===== src/rtl/trap_seq.sv =====
// trap_seq: machine-mode trap/mret sequencer driving the CSR trap channel and a single PC redirect.
// Latency: trap accept at T, CSR writes T+1..T+4, jump at T+5; mret writes at T+1, jumps at T+2.
// Backpressure: an execute-stage CSR write (idex_csr_we_i) stalls any write state one cycle; hold_o stalls the pipeline.
module trap_seq #(
  parameter bit VECTORED = 1'b1
) (
  input  logic        clk,
  input  logic        rst_n,
  input  logic        inst_valid_i,
  input  logic [31:0] inst_pc_i,
  input  logic [31:0] inst_npc_i,
  input  logic [31:0] inst_i,
  input  logic        exc_illegal_i,
  input  logic        exc_ebreak_i,
  input  logic        exc_ecall_i,
  input  logic        mret_i,
  input  logic        ex_trap_valid_i,
  input  logic        tcmp_trap_valid_i,
  input  logic        soft_trap_valid_i,
  input  logic        mstatus_mie_i,
  input  logic [31:0] mepc_i,
  input  logic        idex_csr_we_i,
  output logic        trap_csr_we_o,
  output logic [11:0] trap_csr_addr_o,
  output logic [31:0] trap_csr_wdata_o,
  input  logic [31:0] trap_csr_rdata_i,
  output logic        hold_o,
  output logic        jump_o,
  output logic [31:0] jump_addr_o
);

  localparam logic [11:0] CSR_MSTATUS = 12'h300;
  localparam logic [11:0] CSR_MTVEC   = 12'h305;
  localparam logic [11:0] CSR_MEPC    = 12'h341;
  localparam logic [11:0] CSR_MCAUSE  = 12'h342;
  localparam logic [11:0] CSR_MTVAL   = 12'h343;

  localparam logic [31:0] CAUSE_ILLEGAL = 32'd2;
  localparam logic [31:0] CAUSE_EBREAK  = 32'd3;
  localparam logic [31:0] CAUSE_ECALL   = 32'd11;
  localparam logic [31:0] CAUSE_EXT     = 32'h8000_000B;
  localparam logic [31:0] CAUSE_SOFT    = 32'h8000_0003;
  localparam logic [31:0] CAUSE_TIMER   = 32'h8000_0007;

  typedef enum logic [2:0] {
    S_IDLE,
    S_W_EPC,
    S_W_CAUSE,
    S_W_TVAL,
    S_W_STAT,
    S_JUMP,
    S_R_STAT,
    S_R_JUMP
  } state_t;

  state_t      r_state;
  logic [31:0] r_epc;
  logic [31:0] r_cause;
  logic [31:0] r_tval;
  logic        r_we;
  logic [11:0] r_addr;
  logic [31:0] r_wdata;
  logic        r_jump;

  logic        w_idle;
  logic        w_exc;
  logic        w_int;
  logic        w_acc_trap;
  logic        w_acc_mret;
  logic [31:0] w_epc;
  logic [31:0] w_cause;
  logic [31:0] w_tval;
  logic [31:0] w_vec_base;
  logic [31:0] w_vec_off;

  // Requests are only looked at on an instruction boundary while idle; interrupts are already
  // masked by mie at the source and are gated here by the global enable.
  assign w_idle     = (r_state == S_IDLE);
  assign w_exc      = exc_illegal_i | exc_ebreak_i | exc_ecall_i;
  assign w_int      = mstatus_mie_i & (ex_trap_valid_i | soft_trap_valid_i | tcmp_trap_valid_i);
  assign w_acc_trap = w_idle & inst_valid_i & (w_exc | (~mret_i & w_int));
  assign w_acc_mret = w_idle & inst_valid_i & ~w_exc & mret_i;

  // Select cause/epc/tval for the winning trap source (exceptions before interrupts).
  always_comb begin
    w_cause = 32'd0;
    w_epc   = inst_pc_i;
    w_tval  = 32'd0;
    if (exc_illegal_i) begin
      w_cause = CAUSE_ILLEGAL;
      w_tval  = inst_i;
    end else if (exc_ebreak_i) begin
      w_cause = CAUSE_EBREAK;
      w_tval  = inst_pc_i;
    end else if (exc_ecall_i) begin
      w_cause = CAUSE_ECALL;
    end else begin
      // Interrupts resume at the next instruction, not the completing one.
      w_epc = inst_npc_i;
      if (ex_trap_valid_i) begin
        w_cause = CAUSE_EXT;
      end else if (soft_trap_valid_i) begin
        w_cause = CAUSE_SOFT;
      end else begin
        w_cause = CAUSE_TIMER;
      end
    end
  end

  // Sequencer state plus registered channel controls; write states only advance when the
  // execute stage is not using the CSR port, so the stalled write is simply repeated.
  always_ff @(posedge clk or negedge rst_n) begin
    if (!rst_n) begin
      r_state <= S_IDLE;
      r_epc   <= 32'd0;
      r_cause <= 32'd0;
      r_tval  <= 32'd0;
      r_we    <= 1'b0;
      r_addr  <= 12'd0;
      r_wdata <= 32'd0;
      r_jump  <= 1'b0;
    end else begin
      case (r_state)
        S_IDLE: begin
          if (w_acc_trap) begin
            r_state <= S_W_EPC;
            r_epc   <= w_epc;
            r_cause <= w_cause;
            r_tval  <= w_tval;
            r_we    <= 1'b1;
            r_addr  <= CSR_MEPC;
            r_wdata <= w_epc;
          end else if (w_acc_mret) begin
            r_state <= S_R_STAT;
            r_we    <= 1'b1;
            r_addr  <= CSR_MSTATUS;
            r_wdata <= 32'd0;
          end
        end
        S_W_EPC: begin
          if (!idex_csr_we_i) begin
            r_state <= S_W_CAUSE;
            r_addr  <= CSR_MCAUSE;
            r_wdata <= r_cause;
          end
        end
        S_W_CAUSE: begin
          if (!idex_csr_we_i) begin
            r_state <= S_W_TVAL;
            r_addr  <= CSR_MTVAL;
            r_wdata <= r_tval;
          end
        end
        S_W_TVAL: begin
          if (!idex_csr_we_i) begin
            r_state <= S_W_STAT;
            r_addr  <= CSR_MSTATUS;
            r_wdata <= 32'd0;
          end
        end
        S_W_STAT: begin
          if (!idex_csr_we_i) begin
            r_state <= S_JUMP;
            r_we    <= 1'b0;
            r_addr  <= CSR_MTVEC;
            r_wdata <= 32'd0;
            r_jump  <= 1'b1;
          end
        end
        S_JUMP: begin
          r_state <= S_IDLE;
          r_addr  <= 12'd0;
          r_jump  <= 1'b0;
        end
        S_R_STAT: begin
          if (!idex_csr_we_i) begin
            r_state <= S_R_JUMP;
            r_we    <= 1'b0;
            r_addr  <= 12'd0;
            r_wdata <= 32'd0;
            r_jump  <= 1'b1;
          end
        end
        S_R_JUMP: begin
          r_state <= S_IDLE;
          r_jump  <= 1'b0;
        end
        default: begin
          r_state <= S_IDLE;
          r_we    <= 1'b0;
          r_addr  <= 12'd0;
          r_wdata <= 32'd0;
          r_jump  <= 1'b0;
        end
      endcase
    end
  end

  // Vector offset only applies to interrupts (cause[31]) in vectored mode; 32-bit wrap is intended.
  assign w_vec_base = {trap_csr_rdata_i[31:2], 2'b00};
  assign w_vec_off  = (VECTORED && r_cause[31]) ? {25'd0, r_cause[4:0], 2'b00} : 32'd0;

  // mstatus writes are read-modify-write against the live CSR value; other states use the latch.
  always_comb begin
    trap_csr_wdata_o = r_wdata;
    if (r_state == S_W_STAT) begin
      // MPIE <- MIE, MIE <- 0
      trap_csr_wdata_o = {24'd0, trap_csr_rdata_i[3], 7'd0};
    end else if (r_state == S_R_STAT) begin
      // MIE <- MPIE, MPIE <- 1
      trap_csr_wdata_o = {24'd0, 1'b1, 3'd0, trap_csr_rdata_i[7], 3'd0};
    end
  end

  // Redirect target: trap vector from mtvec on the channel, or mepc for mret.
  always_comb begin
    jump_addr_o = 32'd0;
    if (r_state == S_JUMP) begin
      jump_addr_o = w_vec_base + w_vec_off;
    end else if (r_state == S_R_JUMP) begin
      jump_addr_o = mepc_i;
    end
  end

  assign trap_csr_we_o   = r_we;
  assign trap_csr_addr_o = r_addr;
  assign jump_o          = r_jump;
  // Stall in the same cycle the request is seen, and release the cycle after the redirect.
  assign hold_o          = ~w_idle | w_acc_trap | w_acc_mret;

endmodule


===== config.mk =====
export PLATFORM = sky130hd
export DESIGN_NAME = trap_seq
export DESIGN_NICKNAME = d
export VERILOG_FILES = /design/src/rtl/trap_seq.sv
export SDC_FILE = /design/constraint.sdc
export NUM_CORES = 1
export LEC_CHECK = 0
export ABC_AREA = 1
export CORE_MARGIN = 2
export CORE_UTILIZATION = 47
export DETAILED_ROUTE_END_ITERATION = 10
export PLACE_DENSITY = 0.89
export SYNTH_ARGS = -nofsm -noshare
export SYNTH_HDL_FRONTEND = slang
export SYNTH_SLANG_ARGS = --single-unit
export TNS_END_PERCENT = 100

===== constraint.sdc =====
create_clock -name clk -period 3.1 [get_ports clk]
set_input_delay 0.31 -clock clk [delete_from_list [all_inputs] [get_ports clk]]
set_output_delay 0.31 -clock clk [all_outputs]
set_load 0.01 [all_outputs]

# Yosys cells after proc, flatten, opt, wreduce, memory -nomap -nowiden
# Cells that the tools add are included.
[totals]
register_bits = 113
wordCells = 96
output_inout_bits = 79
inputBits = 172
[classes]
reduce_logical = 14
n_addsub = 1
bitwise = 16
n_eq_ne = 15
mux = 43
[ops]
columns = ["cell", "n"]
rows = [
  ["32-bit two-way mux", 17],
  ["32-bit case mux with 4 select lines", 1],
  ["12-bit two-way mux", 7],
  ["12-bit case mux with 7 select lines", 1],
  ["32-bit by 7-bit adder with 32-bit output", 1],
  ["3-bit two-way mux", 8],
  ["3-bit case mux with 7 select lines", 1],
  ["2-bit inequality test, second input constant", 7],
  ["3-bit == test, second input constant", 4],
  ["7-bit two-way mux", 1],
  ["1-bit bitwise OR", 7],
  ["7-bit AND reduction", 1],
  ["7-bit nonzero test", 1],
  ["1-bit bitwise AND", 6],
  ["3-bit by 2-bit == test with 1-bit output, second input constant", 2],
  ["6-bit AND reduction", 1],
  ["5-bit AND reduction", 1],
  ["1-bit two-way mux", 4],
  ["4-bit two-way mux", 1],
  ["1-bit case mux with 2 select lines", 2],
  ["2-bit AND reduction", 2],
  ["2-bit nonzero test", 2],
  ["4-bit nonzero test", 1],
  ["2-bit OR reduction", 2],
  ["6 further kinds", 8],
]

# Longest topological paths before layout
[logic_depth]
depth_word = 8
mapped_depth = 14
mapped_depth_nobuf = 14

# Least setup slack after synthesis
# No wires, ideal clock.
[synth_path]
path_kind = "register to output"
start = "register r_cause[31]"
end = "output port jump_addr_o[20]"
slack_ns = 0.925
t_arrival_ns = 1.865
path_stages_with_launch = 12
t_required_ns = 2.790
cell_sequence = "dfrtp_1 nand2_1 inv_1 ha_1 fa_1 nand2_1 nand2_1 nand3_1 nor2_1 nand3_1 nor2_1 o21ai_0"
[synth_between]
elab_chain_cells = 3
[synth_rtl]
columns = ["element", "line", "source"]
rows = [
  ["start, declared", "58", "logic [31:0] r_cause;"],
  ["start signal, assigned", "128", "r_cause <= w_cause;"],
  ["7-bit two-way mux", "201", "assign w_vec_off = (VECTORED && r_cause[31]) ? {25'd0, r_cause[4:0], 2'b00} : 32'd0;"],
  ["32-bit by 7-bit adder with 32-bit output", "219", "jump_addr_o = w_vec_base + w_vec_off;"],
  ["32-bit two-way mux", "218", "if (r_state == S_JUMP) begin"],
  ["end, declared", "29", "output logic [31:0] jump_addr_o"],
]
# Every way passes these cells.

# Worst setup path in the final report
[layout_path]
start = "register r_cause[31]"
end = "output port jump_addr_o[8]"
# The elaborated chain is that of the path after synthesis.

==> load_flow_metrics.sql <==
INSERT INTO impl_metrics (metric_group, metric, value, unit) VALUES
('sta', 'hold_viol_final', '0', ''),
('yosys', 'synthTopCellsByCount', 'sky130_fd_sc_hd__nand2_1, sky130_fd_sc_hd__nor2_1, sky130_fd_sc_hd__inv_1, sky130_fd_sc_hd__dfrtp_1, sky130_fd_sc_hd__o21ai_0', ''),
('layout', 'areaGrowthSynthToFinish', '47.58', '%'),
('yosys', 'synthArstFlopShare', '100.0', '%'),
('layout', 'post_route_cells_drive_above_1_share', '5.401', '%'),
('sta', 'worst_pin_slew', '1.107', 'ns'),
('global_routing', 'antenna_violations_before_repair', '0', ''),
('critical_path', 'cp_num_buf_inv', '3', ''),
('sta', 'grt_setup_unrepaired', 'false', ''),
('detailed_routing', 'number_of_drc_violations_after_detailed_routing', '0', ''),
('yosys', 'seq_area_frac_synth', '33.25', '%'),
('power_and_ir_drop', 'p_leak', '4.301', 'nW'),
('critical_path', 'setup.worst_path.class', 'reg2out', ''),
('critical_path', 'critPathMaxStageDelay', '0.48', 'ns'),
('yosys', 'ys_types', '42', ''),
('yosys', 'syn_inst', '959', ''),
('global_routing', 'grt_first_pass_wirelength', '30390', 'µm'),
('sta', 'fmax', '0.3390', 'GHz'),
('power_and_ir_drop', 'design_power_total', '5.620', 'mW'),
('yosys', 'syn_area_per_cell', '6.200', 'µm²'),
('cts', 'clk_pin_slew_worst_paths', '0.06', 'ns'),
('critical_path', 'cp.arrival', '2.64', 'ns'),
('layout', 'final-instance-count-excl-fill', '1357', ''),
('global_routing', 'groute.usage.overall', '28.29', '%'),
('layout', 'fin_nets', '1357', ''),
('run', 'max-cap-violations', '0', ''),
('cts', 'ctsHoldBuffers', '0', ''),
('cts', 'number_of_buffers_between_clock_root_and_the_deepest_sink', '2', ''),
('yosys', 'netlist_area', '5946', 'µm²'),
('global_routing', 'pin_count_of_the_biggest_net_entering_global_routing', '80', ''),
('detailed_routing', 'viasPerCell', '5.102', ''),
('critical_path', 'end_kind', 'output pin', ''),
('die', 'design.portCount', '251', ''),
('critical_path', 'critPathMaxFanout', '6', ''),
('power_and_ir_drop', 'swShare', '41.71', '%'),
('critical_path', 'worst_ep_required_time', '2.79', 'ns'),
('yosys', 'synthMostInstantiatedCell', 'sky130_fd_sc_hd__nand2_1', ''),
('place', 'placed_cells_incl_taps', '1340', ''),
('yosys', 'ys_top_cells_by_area', 'sky130_fd_sc_hd__dfrtp_1, sky130_fd_sc_hd__nand2_1, sky130_fd_sc_hd__nor2_1, sky130_fd_sc_hd__inv_1, sky130_fd_sc_hd__o21ai_0', ''),
('place', 'detailed_place_hpwl', '14620', 'µm'),
('critical_path', 'ordered_list_of_cells_on_the_worst_path', 'nand2_1 > inv_1 > ha_1 > fa_1 > nand2_1 > nand2_1 > nand3_2 > buf_4 > a21oi_1 > o21ai_0 > nand2_1 > clkdlybuf4s50_1', ''),
('sta', 'worst_clock_skew', '0.006648', 'ns'),
('cts', 'cts_inserted_buffers', '9', ''),
('yosys', 'synth-edff-count', '0', ''),
('place', 'port_buffers', '242', ''),
('yosys', 'yosysTopAreaCell', 'sky130_fd_sc_hd__dfrtp_1', ''),
('die', 'floorplan_die_height', '116.5', 'µm'),
('yosys', 'post-synth-top-area-fraction', '33.25', '%'),
('detailed_routing', 'routed_via_count', '6924', ''),
('detailed_routing', 'wl', '19240', 'µm'),
('layout', 'antenna_cells_inserted', '0', ''),
('yosys', 'postSynth.topFlopCell', 'sky130_fd_sc_hd__dfrtp_1', ''),
('cts', 'tritoncts_clock_tree', 'built', ''),
('sta', 'final_min_period', '2.950', 'ns'),
('die', 'die-width', '116.5', 'µm'),
('detailed_routing', 'drtIter0Drc', '516', ''),
('critical_path', 'critical_path.slowest_cell', 'sky130_fd_sc_hd__clkdlybuf4s50_1', ''),
('critical_path', 'critical_path.most_common_cell', 'sky130_fd_sc_hd__nand2_1', ''),
('detailed_routing', 'detail_route.wl_per_cell', '14.18', 'µm'),
('sta', 'setup_violations', '0', ''),
('critical_path', 'critical_path.top_delay_family', 'buffers and inverters', ''),
('cts', 'h-tree-depth', '3', ''),
('power_and_ir_drop', 'internal_power', '3.276', 'mW'),
('cts', 'insertion_delay_to_the_later_sink_of_the_worst_skew_pair', '0.33', 'ns'),
('power_and_ir_drop', 'power_frac_clock', '17.5', '%'),
('yosys', 'yosysWarnings', '0', ''),
('detailed_routing', 'antenna_violating_nets_post_route', '0', ''),
('die', 'std_cell_rows', '41', ''),
('place', 'gp_congestion', '0.9507', ''),
('run_status', 'outcome', 'complete, no violations', ''),
('sta', 'finalCritPeriodShare', '95.16', '%');
-- repair_timing --
item,4_1_cts,5_1_grt
buffers inserted,0,1
resized for setup,4,17
setup endpoints to repair,8,19
pin swaps,0,2
-- cell families after synthesis --
logic type,count (synthesis),synth area share [%]
AO/OA/AOI/OAI,158,15.11
AND/OR/NAND/NOR,536,37.16
XOR/XNOR,7,1.031
buffers and inverters,173,12.21
other,1,0.06307
flip-flops,79,33.25
adder cells (fa/ha/maj),5,1.178
-- metrics by stage --
stage / utilization, % / cell area, µm² / TNS [ns] / worst slack [ns] / hold WS [ns]
after CTS: 69.94 / 8718 / -0.04079 / -0.04079 / 0.1838
after detailed placement: 67.71 / 8441 / 0 / 0.07088 / 0.4646
after floorplan: - / 5964 / 0 / 0.9250 / 0.01441
after global placement: 67.71 / 8441 / 0 / 0.1061 / 0.4603
final: 70.39 / 8775 / 0 / 0.1500 / 0.1285
after global routing: 70.39 / 8775 / 0 / 0.01553 / 0.2189
-- path summary, 6_finish.rpt --
kind | startpoint | cells after the start | to | slack (ns)
max in group asynchronous | rst_n | 1 | r_cause[31] | 2.26
worst max-delay path | r_cause[31] | 12 | jump_addr_o[8] | 0.15
worst min-delay path | rst_n | 1 | r_wdata[24] | 0.13
worst max register to register | r_state[1] | 7 | r_wdata[21] | 0.69
worst min register to register | trap_csr_addr_o[6] | 2 | trap_csr_addr_o[6] | 0.47
min in group clk | trap_csr_addr_o[6] | 2 | trap_csr_addr_o[6] | 0.47
-- power by group through the flow --
stage / sequential (mW) / clock, mW / combinational [mW]
6_report: 1.70 / 0.984 / 2.93
4_1_cts: 1.70 / 0.997 / 2.96
5_1_grt: 1.75 / 1.03 / 3.27
3_5_place_dp: 1.71 / 0 / 2.95
2_1_floorplan: 1.67 / 0 / 1.86
3_3_place_gp: 1.69 / 0 / 2.89
-- per-layer routing --
layer	routed length (µm)	global-route usage, %	vias up
li1	-	-	3481
met1	7818	35.02	3133
met2	9533	49.84	278
met3	1497	4.878	32
met4	393	9.841	0
met5	0	0	-
-- flip-flops by register name, summed over array words and instances, names as in the netlist --
signal	flops
r_state	3
jump_o	1
trap_csr_we_o	1
r_cause	5
trap_csr_addr_o	5
r_tval	32
r_wdata	32
-- cells in the final DEF (no fill, tap or decap), types with 2 or more instances in the layout --
cell	instances
sky130_fd_sc_hd__ha_1	4
sky130_fd_sc_hd__xnor2_1	3
sky130_fd_sc_hd__xor2_1	4
sky130_fd_sc_hd__nand3b_1	5
sky130_fd_sc_hd__clkdlybuf4s50_1	229
sky130_fd_sc_hd__o21ai_1	3
sky130_fd_sc_hd__clkbuf_16	9
sky130_fd_sc_hd__o2111ai_1	4
sky130_fd_sc_hd__dlymetal6s2s_1	10
sky130_fd_sc_hd__inv_2	4
sky130_fd_sc_hd__clkinv_1	3
sky130_fd_sc_hd__a22o_1	3
sky130_fd_sc_hd__a31oi_1	32
sky130_fd_sc_hd__nor2_2	4
sky130_fd_sc_hd__nor3_1	8
sky130_fd_sc_hd__nand4_1	7
sky130_fd_sc_hd__nor2_1	122
sky130_fd_sc_hd__nand2_1	306
sky130_fd_sc_hd__clkinv_2	4
sky130_fd_sc_hd__nand2_2	6
sky130_fd_sc_hd__o21ai_2	5
sky130_fd_sc_hd__or2_2	2
sky130_fd_sc_hd__nor2_4	3
sky130_fd_sc_hd__dlygate4sd2_1	2
sky130_fd_sc_hd__conb_1	6
sky130_fd_sc_hd__inv_1	112
sky130_fd_sc_hd__buf_4	17
sky130_fd_sc_hd__dfrtp_1	78
sky130_fd_sc_hd__a21oi_1	35
sky130_fd_sc_hd__nand3_2	3
sky130_fd_sc_hd__nand3_1	66
sky130_fd_sc_hd__o21ai_0	70
-- layout make-up --
cell class,count,area [µm²]
Multi-Input combinational cell,712,3292
Timing Repair Buffer,258,2562
Fill cell,1029,3691
Clock inverter,5,32.53
Inverter,120,451.7
Tap cell,172,215.2
Sequential cell,79,1978
Clock buffer,11,242.7
-- worst register-to-register path, cell delays in order, from the launching register on --
cell and delay [ns]:
sky130_fd_sc_hd__dfrtp_1 0.46, sky130_fd_sc_hd__nor2_2 0.23, sky130_fd_sc_hd__nand2_2 0.12, sky130_fd_sc_hd__nor2_4 0.13
sky130_fd_sc_hd__nand2_4 0.17, sky130_fd_sc_hd__nand3_2 0.27, sky130_fd_sc_hd__nand3_4 0.52, sky130_fd_sc_hd__o21ai_0 0.41
(Power assumes the default switching activity.)
